File: src/rtl/fp_pkg.sv
// Shared FP32 types, constants and the dot-product FSM state encoding.
package fp_pkg;

    typedef struct packed {
        logic        s;
        logic [7:0]  e;
        logic [22:0] m;
    } fp32_t;

    localparam logic [31:0] FP_ZERO = 32'h0000_0000;
    localparam logic [31:0] FP_ONE  = 32'h3F80_0000;

    typedef enum logic [1:0] {IDLE, ACCUM, FLUSH, DONE} dot_state_t;

    // Any value with an all-zero magnitude field behaves as zero.
    function automatic logic is_zero(input fp32_t x);
        return {x.e, x.m} == 31'd0;
    endfunction

endpackage

File: src/rtl/fp_add.sv
// Combinational FP32 add: align by truncation, exact cancellation yields +0.
module fp_add
    import fp_pkg::*;
(
    input  logic [31:0] a,
    input  logic [31:0] b,
    output logic [31:0] sum
);
    fp32_t       fa, fb, big, sml, fr;
    logic [7:0]  sh;
    logic [23:0] mb, ms, mdif, mnorm;
    logic [24:0] msum;
    logic [4:0]  lz;
    logic        unused_mnorm;

    assign unused_mnorm = mnorm[23];

    always_comb begin
        fa   = a;
        fb   = b;
        big  = ({fb.e, fb.m} > {fa.e, fa.m}) ? fb : fa;
        sml  = ({fb.e, fb.m} > {fa.e, fa.m}) ? fa : fb;
        sh   = big.e - sml.e;
        mb   = {1'b1, big.m};
        ms   = {1'b1, sml.m} >> sh;
        msum = {1'b0, mb} + {1'b0, ms};
        mdif = mb - ms;
        lz   = '0;
        // Highest set bit is visited last, so it sets the leading-zero count.
        for (int i = 0; i < 24; i++) begin
            if (mdif[i]) lz = 5'(23 - i);
        end
        mnorm = mdif << lz;
        fr.s  = big.s;
        if (big.s == sml.s) begin
            fr.e = msum[24] ? big.e + 8'd1 : big.e;
            fr.m = msum[24] ? msum[23:1] : msum[22:0];
        end else begin
            fr.e = big.e - 8'(lz);
            fr.m = mnorm[22:0];
        end
        if (big.s != sml.s && mdif == '0) fr = FP_ZERO;
        if (is_zero(fb))      fr = fa;
        else if (is_zero(fa)) fr = fb;
        sum = fr;
    end

endmodule

File: src/rtl/fp_mul.sv
// Combinational FP32 multiply: sign XOR, truncated mantissa, no NaN/Inf handling.
module fp_mul
    import fp_pkg::*;
(
    input  logic [31:0] a,
    input  logic [31:0] b,
    output logic [31:0] p
);
    fp32_t       fa, fb, fr;
    logic [47:0] mp;
    logic [7:0]  ep;
    logic        unused_mp;

    assign unused_mp = ^mp[22:0];

    always_comb begin
        fa   = a;
        fb   = b;
        mp   = 48'({1'b1, fa.m}) * 48'({1'b1, fb.m});
        ep   = fa.e + fb.e - 8'd127 + 8'(mp[47]);
        fr.s = fa.s ^ fb.s;
        fr.e = ep;
        fr.m = mp[47] ? mp[46:24] : mp[45:23];
        if (is_zero(fa) || is_zero(fb)) begin
            fr.e = '0;
            fr.m = '0;
        end
        p = fr;
    end

endmodule

File: src/rtl/fp_dot_accum.sv
// Streaming FP32 dot product: one product register feeding a running-sum accumulator.
module fp_dot_accum
    import fp_pkg::*;
#(
    parameter int unsigned LEN_W = 8
) (
    input  logic             clk,
    input  logic             rst_n,
    input  logic             start,
    input  logic [LEN_W-1:0] len,
    input  logic             in_vld,
    output logic             in_rdy,
    input  logic [31:0]      a,
    input  logic [31:0]      b,
    output logic             busy,
    output logic             done,
    output logic [31:0]      res
);
    dot_state_t       state;
    logic [LEN_W-1:0] remaining;
    logic [31:0]      prod_q, acc, mul_out, add_out;
    logic             prod_vld;

    fp_mul u_mul (.a(a), .b(b), .p(mul_out));
    fp_add u_add (.a(acc), .b(prod_q), .sum(add_out));

    always_ff @(posedge clk or negedge rst_n) begin
        if (!rst_n) begin
            state     <= IDLE;
            remaining <= '0;
            prod_q    <= FP_ZERO;
            prod_vld  <= 1'b0;
            acc       <= FP_ZERO;
            in_rdy    <= 1'b0;
            busy      <= 1'b0;
            done      <= 1'b0;
            res       <= FP_ZERO;
        end else begin
            done     <= 1'b0;
            prod_vld <= 1'b0;
            if (prod_vld) acc <= add_out;
            case (state)
                IDLE: begin
                    if (start) begin
                        remaining <= len;
                        acc       <= FP_ZERO;
                        busy      <= 1'b1;
                        if (len == '0) begin
                            state <= FLUSH;
                        end else begin
                            state  <= ACCUM;
                            in_rdy <= 1'b1;
                        end
                    end
                end
                ACCUM: begin
                    if (in_vld && in_rdy) begin
                        prod_q    <= mul_out;
                        prod_vld  <= 1'b1;
                        remaining <= remaining - LEN_W'(1);
                        if (remaining == LEN_W'(1)) begin
                            state  <= FLUSH;
                            in_rdy <= 1'b0;
                        end
                    end
                end
                FLUSH: begin
                    // No new products enter here, so the pipe drains on this edge;
                    // take the sum that lands on the same edge.
                    state <= DONE;
                    done  <= 1'b1;
                    busy  <= 1'b0;
                    res   <= prod_vld ? add_out : acc;
                end
                DONE:    state <= IDLE;
                default: state <= IDLE;
            endcase
        end
    end

endmodule

File: config.mk
export PLATFORM = sky130hd
export DESIGN_NAME = fp_dot_accum
export DESIGN_NICKNAME = d
export VERILOG_FILES = /design/src/rtl/fp_pkg.sv /design/src/rtl/fp_add.sv /design/src/rtl/fp_mul.sv /design/src/rtl/fp_dot_accum.sv
export SDC_FILE = /design/constraint.sdc
export NUM_CORES = 2
export LEC_CHECK = 0
export BUFFER_PORTS_ARGS = -buffer_cell sky130_fd_sc_hd__buf_2
export CORE_UTILIZATION = 55
export DETAILED_ROUTE_END_ITERATION = 10
export PLACE_DENSITY = 0.72
export SLEW_MARGIN = 20
export SYNTH_ARGS = -nofsm -noshare
export SYNTH_HDL_FRONTEND = slang
export SYNTH_HIERARCHICAL = 1
export SYNTH_SLANG_ARGS = --single-unit
File: constraint.sdc
create_clock -name clk -period 17.7 [get_ports clk]
set_clock_uncertainty 0.15 [all_clocks]
set_input_delay 3.54 -clock clk [delete_from_list [all_inputs] [get_ports clk]]
set_output_delay 3.54 -clock clk [all_outputs]
set_load 0.02 [all_outputs]
==> results.yml <==
outcome:
  status: "completed"
routing:
  routedWlPerCell_um: 20.7
  drt-total-wl_um: 94700
  ant_nets: 0
  first_iter_violations: 2733
  vias: 27200
  viasPerCell: 5.94
  drtPass1Iterations: 6
  drc_errors: 0
clocking:
  cts_max_level: 3
  cts_root_buffer: "clkbuf_16"
  clk_pin_slew_ps: 70
  cts_max_path_buffers: 2
  cts_tree: "yes"
  cts_buffers: 9
  cts.sinks: 110
  insertion_delay_ps: 350
  cts-resized-gates: 0
  cts_setup_buffers: 0
  hold_buffers: 0
floorplan:
  dieArea_um2: 59500
  fp.dieH_um: 244
  die_w_um: 244
  io_pins: 111
  fp-row-count: 88
  initial_utilization_pct: 55.8
  core_area_um2: 57700
timing:
  min_period_ps: 12950
  fmax_mhz: 77.2
  maxSlewHeadroom_pct: 23.3
  tightest_slew_ps: 1120
  report.final.hold_viol_count: 0
  setup-violations-final: 0
  rsz0062_at_grt: "false"
  tns_ps: 0
  drv_slew: 0
  period_share_pct: 73.2
yosys:
  synth_top_area_share_pct: 30.2
  synth_simple_gate_area_share_pct: 18.1
  syn-num-nets: 4705
  synthArstFlopShare_pct: 100
  synth_top_cell_by_area: "fa_1"
  yosysSeqAreaShare_pct: 8.56
  synthMuxAreaShare_pct: 7.04
  yosys_warnings: 6
  synthAdderAreaFrac_pct: 40.8
  synth_ff_type: "dfrtp_1"
  synth_area_um2: 32200
  synthDistinctLibCells: 101
  synthTopCellsByCount: "inv_1, fa_1, nand2_1, nor2_1, ha_1"
  avgSynthCellArea_um2: 8.31
  synth_compound_area_share_pct: 12.6
  synth_top_family_by_area: "adder cells"
  synth_edf_count: 0
  synth_xor_area_share_pct: 2.58
  yosysMostFrequentCell: "inv_1"
  ys_ff_latch: 110
  synth_area_leaders: "fa_1, ha_1, dfrtp_1"
  synth_cells: 3872
worst_setup_path:
  max_stage_delay_ps: 870
  worstPathArrival_ps: 13080
  cp_max_fo: 59
  end_kind: "flip-flop"
  cpMaxStageDelayCell: "a21o_2"
  criticalPathCategory: "flip-flop to flip-flop"
  cp-start-kind: "flip-flop"
  worst_ep_required_time_ps: 17830
finish:
  nNetsFinal: 4650
  num-fill-cells: 5323
  drive_gt1_share_pct: 7.01
  fin_area_um2: 33400
  fin_cells: 4586
  n_antenna_cell: 0
  areaGrowthSynthToFinish_pct: 3.74
placed_design:
  placed_cell_area_um2: 33100
  place.gp.congestion: 0.979
  port_buffers: 110
  hpwlAfterDp_um: 74400
  dp.cells: 4571
global_route:
  track_usage_pct: 32.3
  grt_pass1_vias: 27500
  antenna_found_initial: 0
  grt_start_max_net_pins: 75
  grt_overflow_total: 0
  grt_pass1_wl_um: 151000
job:
  max_cap_viol_count: 0
min_path:
  hold_class: "flip-flop to flip-flop"
[critical path: cells and delay by family, from the launching register on]
kind,cells,cell delay [ps]
AOI/OAI and AO/OA,21,6030
and+or+nand+nor,11,2300
adders and majority gates,4,1530
xor gates and xnor gates,3,1170
buffers and inverters,2,620
muxes,3,550
DFF,1,490
[state kept, by name, indices dropped and copies added, names as in the netlist]
| signal | cells |
|---|---|
| acc | 32 |
| prod_q | 32 |
| res | 32 |
| remaining | 8 |
| state | 2 |
| busy | 1 |
| done | 1 |
| in_rdy | 1 |
| prod_vld | 1 |
[metal layers]
| layer | part of all wire, % | GRT usage [%] | up-vias |
|---|---|---|---|
| li1 | - | - | 12400 |
| met1 | 44 | 46.6 | 13500 |
| met2 | 45 | 51.0 | 1199 |
| met3 | 8.5 | 4.86 | 160 |
| met4 | 2.4 | 7.89 | 0 |
| met5 | 0 | 0 | - |
[cells in the final DEF (no fill, tap or decap), types with 69 or more instances in the layout]
master	count
mux2i_1	151
ha_1	271
nor2_1	279
fa_1	485
nand2_1	427
inv_1	673
dfrtp_1	110
buf_2	109
a21oi_1	210
xnor2_1	69
o21ai_0	90
and2_1	225
[per-stage QoR]
stage,util (%),setup slack (ps),hold slack [ps]
6_report,57.8,4750,355
5_1_grt,57.8,3920,392
4_1_cts,57.8,4900,359
3_5_place_dp,57.4,4540,342
3_3_place_gp,57.3,4790,338
2_1_floorplan,-,5990,377
[path summary, 6_finish.rpt]
path                            slack [ps]                     end              startpoint  depth (start not counted)
max in group asynchronous            13090  prod_q[22]$_DFFE_PN0P_                   rst_n                          2
min in group asynchronous             2990     res[10]$_DFFE_PN0P_                   rst_n                          1
worst max register to register        4750     res[30]$_DFFE_PN0P_  prod_q[29]$_DFFE_PN0P_                         44
worst max-delay path                  4750     res[30]$_DFFE_PN0P_  prod_q[29]$_DFFE_PN0P_                         44
worst min-delay path                   350        busy$_DFFE_PN0P_        busy$_DFFE_PN0P_                          2
worst min register to register         350        busy$_DFFE_PN0P_        busy$_DFFE_PN0P_                          2
[area by class of cell]
cell class                 count  area [um^2]  area share (%)
inverter                     677         2550            7.63
clock buffer                   9          225           0.675
clock inverter                 6         47.5           0.142
multi-input combinational   2890        26100            78.3
sequential                   110         2750            8.25
timing repair buffer         129          703            2.11
tap                          765          957            2.87
[cell families (layout without fill, tap and decap cells)]
family,Yosys count,count (layout)
compound gates,610,610
xor+xnor,94,94
fa+ha+maj,757,757
buf+inv,872,821
flops,110,110
mux,217,217
simple gates,1212,1212
Power is not shown: default switching activity piles up to over one toggle a cycle in this logic, so the estimate is an artifact.
